==> src/rtl/rv32_pkg.sv <==
// rv32_pkg: shared types and constants for the rv32 pipeline.
//   exception_cause_e    - trap cause encodings
//   if_id_pipeline_reg_t - IF/ID pipeline register {instr, pc, valid}
//   fetch_state_e        - fetch-stage control states
//   fetch_entry_t        - one prefetch FIFO entry {instr, pc}
//   INSTR_NOP            - canonical NOP (addi x0, x0, 0)
package rv32_pkg;

   typedef enum logic [3:0] {
      EXC_INSTR_MISALIGNED   = 4'd0,
      EXC_INSTR_ACCESS_FAULT = 4'd1,
      EXC_ILLEGAL_INSTR      = 4'd2,
      EXC_BREAKPOINT         = 4'd3,
      EXC_LOAD_MISALIGNED    = 4'd4,
      EXC_LOAD_ACCESS_FAULT  = 4'd5,
      EXC_STORE_MISALIGNED   = 4'd6,
      EXC_STORE_ACCESS_FAULT = 4'd7,
      EXC_ECALL_U            = 4'd8,
      EXC_ECALL_M            = 4'd11
   } exception_cause_e;

   typedef struct packed {
      logic [31:0] instr;
      logic [31:0] pc;
      logic        valid;
   } if_id_pipeline_reg_t;

   typedef enum logic [1:0] {
      FS_BOOT,
      FS_RUN,
      FS_HALT
   } fetch_state_e;

   typedef struct packed {
      logic [31:0] instr;
      logic [31:0] pc;
   } fetch_entry_t;

   localparam logic [31:0] INSTR_NOP = 32'h0000_0013;

endpackage

==> src/rtl/rv32_fetch_fifo.sv <==
// rv32_fetch_fifo: prefetch buffer of {instr, pc} entries for the IF stage.
//   clk, rst_n  - clock, asynchronous active-low reset
//   push, din   - write one entry (caller guarantees space or concurrent pop)
//   pop         - drop the head entry (ignored when empty)
//   flush       - discard all entries, overrides push/pop
//   head        - oldest entry, valid when !empty
//   empty, full - occupancy flags
//   count       - number of stored entries
module rv32_fetch_fifo
   import rv32_pkg::*;
#(
   parameter int unsigned DEPTH = 2,
   parameter int unsigned CW    = $clog2(DEPTH + 1)
) (
   input  logic          clk,
   input  logic          rst_n,
   input  logic          push,
   input  fetch_entry_t  din,
   input  logic          pop,
   input  logic          flush,
   output fetch_entry_t  head,
   output logic          empty,
   output logic          full,
   output logic [CW-1:0] count
);

   localparam int unsigned PW = (DEPTH > 1) ? $clog2(DEPTH) : 1;

   fetch_entry_t    mem [DEPTH];
   logic [PW-1:0]   rd_ptr_q;
   logic [PW-1:0]   wr_ptr_q;
   logic [CW-1:0]   count_q;
   logic            do_push;
   logic            do_pop;

   // Pointer increment with explicit wrap so non-power-of-two depths work.
   function automatic logic [PW-1:0] ptr_inc(input logic [PW-1:0] ptr);
      return (ptr == PW'(DEPTH - 1)) ? '0 : ptr + PW'(1);
   endfunction

   assign empty   = (count_q == '0);
   assign full    = (count_q == CW'(DEPTH));
   assign count   = count_q;
   assign head    = mem[rd_ptr_q];
   assign do_pop  = pop && !empty;
   assign do_push = push && (!full || do_pop);

   always_ff @(posedge clk or negedge rst_n) begin
      if (!rst_n) begin
         rd_ptr_q <= '0;
         wr_ptr_q <= '0;
         count_q  <= '0;
      end else if (flush) begin
         rd_ptr_q <= '0;
         wr_ptr_q <= '0;
         count_q  <= '0;
      end else begin
         if (do_push) wr_ptr_q <= ptr_inc(wr_ptr_q);
         if (do_pop)  rd_ptr_q <= ptr_inc(rd_ptr_q);
         count_q <= count_q + CW'(do_push) - CW'(do_pop);
      end
   end

   // Storage needs no reset: entries are only read while counted.
   always_ff @(posedge clk) begin
      if (do_push && !flush) mem[wr_ptr_q] <= din;
   end

endmodule

==> src/rtl/rv32_if_stage.sv <==
// rv32_if_stage: instruction-fetch stage. Owns the PC, issues word fetches
// over a valid/ready request channel, buffers in-order responses in a
// prefetch FIFO and drives the IF/ID register consumed by decode.
//   RESET_PC, FIFO_DEPTH           - first fetch address, prefetch entries
//   clk, rst_n                     - clock, asynchronous active-low reset
//   imem_req_valid/ready/addr      - fetch request channel
//   imem_rsp_valid/data            - in-order, never back-pressured responses
//   redirect_valid/redirect_pc     - load new PC and flush the stage
//   stall                          - hold the IF/ID register
//   if_id                          - {instr, pc, valid} to decode
//   if_exc_valid/cause/tval        - fetch exception alongside if_id
// Build option: RV32_IF_MISALIGN_CHECK_EN defined -> a misaligned redirect
// raises EXC_INSTR_MISALIGNED and halts fetch until the next redirect;
// undefined -> redirect_pc[1:0] is forced to zero and the exception
// outputs stay at their reset values.
module rv32_if_stage
   import rv32_pkg::*;
#(
   parameter logic [31:0] RESET_PC   = 32'h0000_0000,
   parameter int unsigned FIFO_DEPTH = 2
) (
   input  logic                clk,
   input  logic                rst_n,
   output logic                imem_req_valid,
   input  logic                imem_req_ready,
   output logic [31:0]         imem_req_addr,
   input  logic                imem_rsp_valid,
   input  logic [31:0]         imem_rsp_data,
   input  logic                redirect_valid,
   input  logic [31:0]         redirect_pc,
   input  logic                stall,
   output if_id_pipeline_reg_t if_id,
   output logic                if_exc_valid,
   output exception_cause_e    if_exc_cause,
   output logic [31:0]         if_exc_tval
);

   localparam int unsigned CW = $clog2(FIFO_DEPTH + 1);
   localparam logic [CW:0] CREDIT_MAX = (CW + 1)'(FIFO_DEPTH);

   fetch_state_e        state_q, state_d;
   logic [31:0]         pc_q, pc_d;
   logic [31:0]         rsp_pc_q, rsp_pc_d;
   logic [CW-1:0]       outstanding_q, outstanding_d;
   logic [CW-1:0]       drop_q, drop_d;
   if_id_pipeline_reg_t if_id_q, if_id_d;

   logic                req_fire;
   logic                rsp_drop;
   logic                rsp_keep;
   logic                bypass;
   logic                fifo_push;
   logic                fifo_pop;
   logic                fifo_empty;
   logic                fifo_full;
   logic [CW-1:0]       fifo_count;
   fetch_entry_t        fifo_head;
   logic [CW:0]         credit_used;
   logic [31:0]         redirect_target;
   logic                misalign_redirect;

`ifdef RV32_IF_MISALIGN_CHECK_EN
   assign redirect_target   = redirect_pc;
   assign misalign_redirect = redirect_valid && (redirect_pc[1:0] != 2'b00);
`else
   assign redirect_target   = redirect_pc & 32'hFFFF_FFFC;
   assign misalign_redirect = 1'b0;
`endif

   // ---------------- FSM: state register ----------------
   always_ff @(posedge clk or negedge rst_n) begin
      if (!rst_n) state_q <= FS_BOOT;
      else        state_q <= state_d;
   end

   // ---------------- FSM: next state ----------------
   always_comb begin
      state_d = state_q;
      unique case (state_q)
         FS_BOOT: state_d = FS_RUN;
         FS_RUN:  state_d = FS_RUN;
         FS_HALT: state_d = FS_HALT;
         default: state_d = FS_BOOT;
      endcase
      if (redirect_valid) state_d = misalign_redirect ? FS_HALT : FS_RUN;
   end

   // ---------------- FSM: outputs ----------------
   // Credit covers both in-flight and buffered words, so every response is
   // guaranteed a FIFO slot even while decode is stalled. The IF/ID register
   // is a separate slot and never consumes credit. Registered state only.
   always_comb begin
      credit_used    = {1'b0, outstanding_q} + {1'b0, fifo_count};
      imem_req_valid = (state_q == FS_RUN) && (credit_used < CREDIT_MAX);
      imem_req_addr  = pc_q;
   end

   assign req_fire  = imem_req_valid && imem_req_ready;
   assign rsp_drop  = imem_rsp_valid && (redirect_valid || (drop_q != '0));
   assign rsp_keep  = imem_rsp_valid && !rsp_drop;
   assign bypass    = rsp_keep && fifo_empty && !stall;
   assign fifo_push = rsp_keep && !bypass;
   assign fifo_pop  = !redirect_valid && !stall && !fifo_empty;

   rv32_fetch_fifo #(
      .DEPTH (FIFO_DEPTH),
      .CW    (CW)
   ) u_fifo (
      .clk   (clk),
      .rst_n (rst_n),
      .push  (fifo_push),
      .din   ({imem_rsp_data, rsp_pc_q}),
      .pop   (fifo_pop),
      .flush (redirect_valid),
      .head  (fifo_head),
      .empty (fifo_empty),
      .full  (fifo_full),
      .count (fifo_count)
   );

   // Datapath next-state. rsp_pc tracks the address of the next response
   // that will be kept; stale responses never advance it.
   always_comb begin
      outstanding_d = outstanding_q + CW'(req_fire) - CW'(imem_rsp_valid);
      drop_d        = drop_q;
      pc_d          = pc_q;
      rsp_pc_d      = rsp_pc_q;
      if_id_d       = if_id_q;

      if (redirect_valid) begin
         // Everything still in flight after this cycle belongs to the old path.
         drop_d   = outstanding_d;
         pc_d     = redirect_target;
         rsp_pc_d = redirect_target;
         if (misalign_redirect) begin
            if_id_d = '{instr: INSTR_NOP, pc: redirect_pc, valid: 1'b1};
         end else begin
            if_id_d = '{instr: INSTR_NOP, pc: if_id_q.pc, valid: 1'b0};
         end
      end else begin
         if (rsp_drop) drop_d = drop_q - CW'(1);
         if (req_fire) pc_d = pc_q + 32'd4;
         if (rsp_keep) rsp_pc_d = rsp_pc_q + 32'd4;
         if (!stall) begin
            if (!fifo_empty) begin
               if_id_d = '{instr: fifo_head.instr, pc: fifo_head.pc, valid: 1'b1};
            end else if (bypass) begin
               if_id_d = '{instr: imem_rsp_data, pc: rsp_pc_q, valid: 1'b1};
            end else begin
               if_id_d = '{instr: INSTR_NOP, pc: if_id_q.pc, valid: 1'b0};
            end
         end
      end
   end

   always_ff @(posedge clk or negedge rst_n) begin
      if (!rst_n) begin
         pc_q          <= RESET_PC;
         rsp_pc_q      <= RESET_PC;
         outstanding_q <= '0;
         drop_q        <= '0;
         if_id_q       <= '{instr: INSTR_NOP, pc: RESET_PC, valid: 1'b0};
      end else begin
         pc_q          <= pc_d;
         rsp_pc_q      <= rsp_pc_d;
         outstanding_q <= outstanding_d;
         drop_q        <= drop_d;
         if_id_q       <= if_id_d;
      end
   end

   assign if_id        = if_id_q;
   assign if_exc_cause = EXC_INSTR_MISALIGNED;

`ifdef RV32_IF_MISALIGN_CHECK_EN
   logic        exc_valid_q;
   logic [31:0] exc_tval_q;

   // The exception travels with the IF/ID entry: held while stalled,
   // cleared as soon as decode takes the next entry.
   always_ff @(posedge clk or negedge rst_n) begin
      if (!rst_n) begin
         exc_valid_q <= 1'b0;
         exc_tval_q  <= '0;
      end else if (redirect_valid) begin
         exc_valid_q <= misalign_redirect;
         if (misalign_redirect) exc_tval_q <= redirect_pc;
      end else if (!stall) begin
         exc_valid_q <= 1'b0;
      end
   end

   assign if_exc_valid = exc_valid_q;
   assign if_exc_tval  = exc_tval_q;
`else
   assign if_exc_valid = 1'b0;
   assign if_exc_tval  = '0;
`endif

   a_rsp_has_request: assert property (@(posedge clk) disable iff (!rst_n)
      imem_rsp_valid |-> (outstanding_q != '0));
   a_fifo_no_overflow: assert property (@(posedge clk) disable iff (!rst_n)
      fifo_push |-> (!fifo_full || fifo_pop));

endmodule
==> config.mk <==
export PLATFORM = sky130hd
export DESIGN_NAME = rv32_if_stage
export DESIGN_NICKNAME = d
export VERILOG_FILES = /design/src/rtl/rv32_pkg.sv /design/src/rtl/rv32_fetch_fifo.sv /design/src/rtl/rv32_if_stage.sv
export SDC_FILE = /design/constraint.sdc
export NUM_CORES = 1
export LEC_CHECK = 0
export BUFFER_PORTS_ARGS = -buffer_cell sky130_fd_sc_hd__buf_4
export CAP_MARGIN = 10
export CORE_MARGIN = 3
export CORE_UTILIZATION = 51
export CTS_CLUSTER_DIAMETER = 150
export CTS_CLUSTER_SIZE = 40
export DETAILED_ROUTE_END_ITERATION = 7
export GPL_TIMING_DRIVEN = 1
export PLACE_DENSITY = 0.76
export REMOVE_ABC_BUFFERS = 1
export SYNTH_ARGS = -nofsm -noshare
export SYNTH_HDL_FRONTEND = slang
export SYNTH_HIERARCHICAL = 1
export SYNTH_SLANG_ARGS = --single-unit
==> constraint.sdc <==
create_clock -name clk -period 7.17 [get_ports clk]
set_input_delay 0.3585 -clock clk [delete_from_list [all_inputs] [get_ports clk]]
set_output_delay 0.3585 -clock clk [all_outputs]
set_load 0.01 [all_outputs]
Yosys cells after proc, flatten, opt, wreduce, memory -nomap -nowiden:

Memories as Yosys holds them, arrays and structs flattened.
Index checks and enable logic that the tools add are counted.

* $add $sub $neg: 10
* magnitude comparators: 1
* equal/unequal tests: 5
* muxes and demuxes: 21
* bitwise logic cells: 2
* reduce and logical (&&, ||, !) cells: 30

Operator list (number)
* 65-bit two-way mux: 4
* 32-bit two-way mux: 4
* 32-bit by 3-bit adder with 32-bit output, second input constant: 2
* 1-bit logical AND: 12
* 2-bit nonzero test: 6
* 1-bit two-way mux: 8
* 2-bit two-way mux: 4
* 1-bit logical NOT: 6
* 2-bit by 1-bit adder with 2-bit output: 2
* 2-bit == test, second input constant: 2
* 2-bit logical NOT: 2
* 2-bit inequality test, second input constant: 2
* 2-bit one-hot mux with 2 select lines: 1
* 2-bit by 1-bit subtractor with 2-bit output: 2
* 2-bit by 2-bit adder with 3-bit output: 1
* 3-bit by 2-bit < comparator with 1-bit output, second input constant: 1
* 3-bit AND reduction: 1
* 1-bit adder, second input constant: 2
* 2-bit by 1-bit == test with 1-bit output, second input constant: 1
* 1-bit logical OR: 2
* 1-bit NOT: 2
* 2-bit OR reduction: 1
* 2-bit by 1-bit subtractor with 2-bit output, second input constant: 1

* register bits: 139
* bits in writable memories: 128
* output and inout port bits: 135
* logic and storage cells: 81
* memories kept: 1

Memory list
* u_fifo.mem: words 2, width 64, read ports 1, clocked after memory_dff 0, write ports 1, RTL line rv32_fetch_fifo.sv:29 `fetch_entry_t mem [DEPTH];`

Depth between registers and ports, before layout:

* depth after elaboration: 13
* depth in mapped cells: 13
* depth with buffers taken out: 12

By module:

Netlist, hierarchy kept.

Modules (own cells, without submodules)
* rv32_if_stage: instances 1, cells each 749, area an instance 7080.5 µm², sequential area each 3281.9 µm²
* rv32_fetch_fifo: instances 1, cells each 228, area an instance 4902.2 µm², sequential area each 3943.8 µm²

Worst setup path after synthesis:

No wires, ideal clock.

* path type: reg-to-reg
* start: register u_fifo.count_q[1] (netlist: u_fifo/count[1])
* end: memory u_fifo/mem[1][0] in the netlist's numbering (enable)
* setup time: 0.578 ns
* arrival: 6.168 ns
* setup slack: 0.425 ns
* stages on the path, launching flop included: 8
* buffers on the path: 1
* cells stage by stage: dfrtp_1 > nor2_1 > inv_1 > clkbuf_1 > o21ai_0 > nor2_1 > o21ai_2 > nor3b_1

* longest elaborated chain between the ends: 9
* elaborated cells on any way between the ends: 15
* classes of those cells: eq/ne (1); mux (2); reduce/logical (12)

Ends and longest elaborated chain
* from (decl): RTL line rv32_fetch_fifo.sv:32 `logic [CW-1:0] count_q;`
* from (signal assigned): RTL line rv32_fetch_fifo.sv:60 `count_q <= count_q + CW'(do_push) - CW'(do_pop);`
* 2-bit logical NOT: RTL line rv32_fetch_fifo.sv:41 `assign empty = (count_q == '0);`
* named net fifo_empty: RTL line rv32_if_stage.sv:54 `logic fifo_empty;`
* 1-bit logical AND (2 in a row): RTL line rv32_if_stage.sv:101 `assign bypass = rsp_keep && fifo_empty && !stall;`
* 1-bit logical NOT: RTL line rv32_if_stage.sv:102 `assign fifo_push = rsp_keep && !bypass;`
* 1-bit logical AND: RTL line rv32_if_stage.sv:102
* named net fifo_push: RTL line rv32_if_stage.sv:52 `logic fifo_push;`
* 1-bit logical AND: RTL line rv32_fetch_fifo.sv:46 `assign do_push = push && (!full || do_pop);`
* 1-bit logical AND: RTL line rv32_fetch_fifo.sv:66 `if (do_push && !flush) mem[wr_ptr_q] <= din;`
* 1-bit two-way mux: RTL line rv32_fetch_fifo.sv:66
* 1-bit two-way mux (implied by the code): RTL line rv32_fetch_fifo.sv:66
* to (decl): RTL line rv32_fetch_fifo.sv:29

The timed path passes the listed nets, and every way through them passes these cells.

Worst setup path after layout:

* start: register u_fifo.count_q[1] (netlist: u_fifo/count[1])
* end: memory u_fifo/mem[1][37] in the netlist's numbering (enable)

* longest elaborated chain between the ends: 9
* elaborated cells on any way between the ends: 15
* classes of those cells: eq/ne (1); mux (2); reduce/logical (12)

Ends and longest elaborated chain (RTL line)
* 2-bit logical NOT (*): rv32_fetch_fifo.sv:41
* named net fifo_empty: rv32_if_stage.sv:54
* 1-bit logical AND or 1-bit logical NOT (tied branches): rv32_if_stage.sv:101, rv32_fetch_fifo.sv:45, rv32_if_stage.sv:103
* 1-bit logical AND (on tied branches): rv32_if_stage.sv:101, rv32_if_stage.sv:103
* 1-bit logical NOT or 1-bit logical AND (tied branches): rv32_if_stage.sv:102, rv32_fetch_fifo.sv:45
* 1-bit logical AND or 1-bit logical OR (tied branches): rv32_if_stage.sv:102, rv32_fetch_fifo.sv:46
* 1-bit logical AND (*): rv32_fetch_fifo.sv:46
* 1-bit logical AND (*): rv32_fetch_fifo.sv:66
* 1-bit two-way mux (*): rv32_fetch_fifo.sv:66
* 1-bit two-way mux (implied by the code) (*): rv32_fetch_fifo.sv:66

The timed path passes the listed nets; every way through them passes the cells marked *.

==> flow_metrics.env <==
export IMPL_status="completed"
export IMPL_dr_wl_met2_um=12700
export IMPL_cap_violations=0
export IMPL_tns_ns=0
export IMPL_cts_setup_buffers=0
export IMPL_cpPeakStageDelay_ns=0.84
export IMPL_grt_setup_unrepaired="false"
export IMPL_syn_area_mm2=0.0120
export IMPL_fin_nets=1188
export IMPL_dp_slack_ns=3.62
export IMPL_fp_coreArea_mm2=0.0228
export IMPL_period_share_pct=49.8
export IMPL_hold_path_class="primary input to flip-flop"
export IMPL_ctsHoldBuffers=1
export IMPL_rows=55
export IMPL_r2r_cells=8
export IMPL_setup_violations=0
export IMPL_via_count=8376
export IMPL_grt_overflow_total=0
export IMPL_grt_pass1_wl_um=42700
export IMPL_die_width_um=159
export IMPL_cts_path_max_buffers=3
export IMPL_start_util_pct=52.4
export IMPL_postSynthCellCount=976
export IMPL_ant_nets=0
export IMPL_topRoutingLayerUsed="met4"
export IMPL_crit_chain="nor2_1 -> inv_1 -> nand2_1 -> inv_1 -> buf_4 -> o21ai_2 -> nor3b_2 -> buf_4"
export IMPL_area_delta_synth_final_pct=13.9
export IMPL_path_class="flip-flop to flip-flop"
export IMPL_wl_met1_um=11700
export IMPL_pin_count=205
export IMPL_finalWorstSetupSlack_ns=3.60
export IMPL_path_clk_slew_ns=0.14
export IMPL_portBuffers=163
export IMPL_end_kind="flip-flop"
export IMPL_vias_per_cell=5.87
export IMPL_htree_num_levels=1
export IMPL_grt_usage_pct=20.4
export IMPL_die_y_um=159
export IMPL_clock_latency_ns=0.50
export IMPL_power_density_mw_per_mm2=247
export IMPL_power_leakage_nw=5.57
export IMPL_r2r_end="u_fifo/mem[1][37]$_DFFE_PP_"
export IMPL_grt_max_degree=76
export IMPL_fmax_mhz=280
export IMPL_ctsResizeCount=0
export IMPL_drc=0
export IMPL_cts_made_buffers=10
export IMPL_reg2reg_slack_ns=3.60
export IMPL_endpoint="u_fifo/mem[1][37]$_DFFE_PP_"
export IMPL_critPathArrivalTime_ns=3.71
export IMPL_worst_pin_slew_ns=1.15
export IMPL_routed_wl_um=26500
export IMPL_nFillCells=1904
export IMPL_drt_iter0_markers=720
export IMPL_grt_pass1_vias=8109
export IMPL_route_met3_wl_um=1840
export IMPL_hold_viol_final=0
export IMPL_synth_avg_cell_area_um2=12.3
export IMPL_slew_headroom_pct=23.5
export IMPL_post_route_min_period_ns=3.57
export IMPL_antenna_found_initial=0
export IMPL_first_pass_iters=5
export IMPL_drv_slew=0
export IMPL_r2r_start="u_fifo/count[1]$_DFF_PN0_"
export IMPL_place_hpwl_um=17400
export IMPL_clock_sinks=263
export IMPL_yosysWarnings=6
export IMPL_crit_required_ns=7.31
export IMPL_wl_per_cell_um=18.6
export IMPL_peakVddDrop_mv=0.152
export IMPL_cts_tree="done"
export IMPL_hp_start="imem_rsp_data[14]"
export IMPL_slowest_stage="inv_1"
export IMPL_skew_ns=0.0250
export IMPL_die_area_mm2=0.0254
export IMPL_gp_congestion=0.866
export IMPL_worstSetupStartpoint="u_fifo/count[1]$_DFF_PN0_"
export IMPL_root_buffer="clkbuf_16"
export IMPL_path_max_fanout=37
export IMPL_antenna_cells=0
export IMPL_startpoint_type="flip-flop"
export IMPL_drive_gt1_share_pct=21.2
registers in the layout, summed over array words and instances (netlist names):
signal / flops
u_fifo/rd_ptr_q: 1
u_fifo/count: 2
rsp_pc_q: 30
if_id: 65
drop_q: 2
state_q: 2
u_fifo/mem: 128
imem_req_addr: 30
outstanding_q: 2
u_fifo/wr_ptr_q: 1
through the flow:
stage | power (mW) | std cells | util (%) | cell area, um2 | hold slack (ns)
finish | 3.37 | 1428 | 59.7 | 13600 | 0.0489
CTS | 3.40 | 1428 | 59.7 | 13600 | 0.0317
global placement | 2.64 | 1411 | 58.3 | 13300 | 0.404
floorplan | 2.29 | 924 | - | 11600 | 0.0629
global route | 3.54 | 1428 | 59.7 | 13600 | 0.0229
detailed placement | 2.67 | 1411 | 58.3 | 13300 | 0.416
worst max-delay path: cells and delay by family, from the launching register on:
family          cells  cell delay [ns]
compound gates      1             0.16
buf+inv             4             1.80
flops               1             0.54
simple gates        3             0.67
cell usage in the layout, fill, tap and decap left out, types with 7 or more instances in the layout:
cell       count
or4_1         13
mux2_2        24
edfxtp_1     128
a211oi_1      11
o31ai_1       13
nor3_1        16
xnor2_1       13
xor2_1         8
o21ai_0       15
a31oi_1       25
buf_4        173
nand3_1       23
inv_1         45
nor2_1       102
a221oi_1      30
nor4_1        15
clkbuf_16     11
a222oi_1      29
and2_1         8
dfrtp_1      131
nand2_1       38
a21oi_1       13
nand4_1       21
mux2_1        51
nand2b_1       7
or3_1          9
and4_1        17
conb_1        43
and3_1         7
how the worst min path moves through the flow:
stage / end / slack (ns) / cells past startpoint
6_report: u_fifo/mem[0][46]$_DFFE_PP_ / 0.05 / 1
5_1_grt: u_fifo/mem[0][46]$_DFFE_PP_ / 0.02 / 1
4_1_cts: u_fifo/mem[1][32]$_DFFE_PP_ / 0.03 / 1
3_5_place_dp: state_q[1]$_DFF_PN0_ / 0.42 / 1
3_3_place_gp: state_q[1]$_DFF_PN0_ / 0.40 / 1
2_1_floorplan: drop_q[0]$_DFFE_PN0P_ / 0.06 / 0
layout make-up:
type	count	area, um2	share of cell area (%)
clock buffer	15	290	2.13
clock inverter	1	20.0	0.147
inverter	47	189	1.39
multi-input combinational	614	4200	30.8
sequential	263	7230	53.0
tap	313	392	2.87
timing repair buffer	175	1320	9.68
power breakdown:
part | internal [mW] | total (mW) | leakage, nW | switching [mW]
clock | 0.295 | 0.739 | 0.150 | 0.445
combinational | 0.337 | 0.725 | 2.62 | 0.388
sequential | 1.76 | 1.90 | 2.80 | 0.147
metal layers:
layer / up-vias / global-route usage, %
li1: 3864 / -
met1: 4171 / 30.0
met2: 318 / 33.3
met3: 23 / 2.42
met4: 0 / 3.82
met5: - / 0
Power figures use the tool's default switching activity.
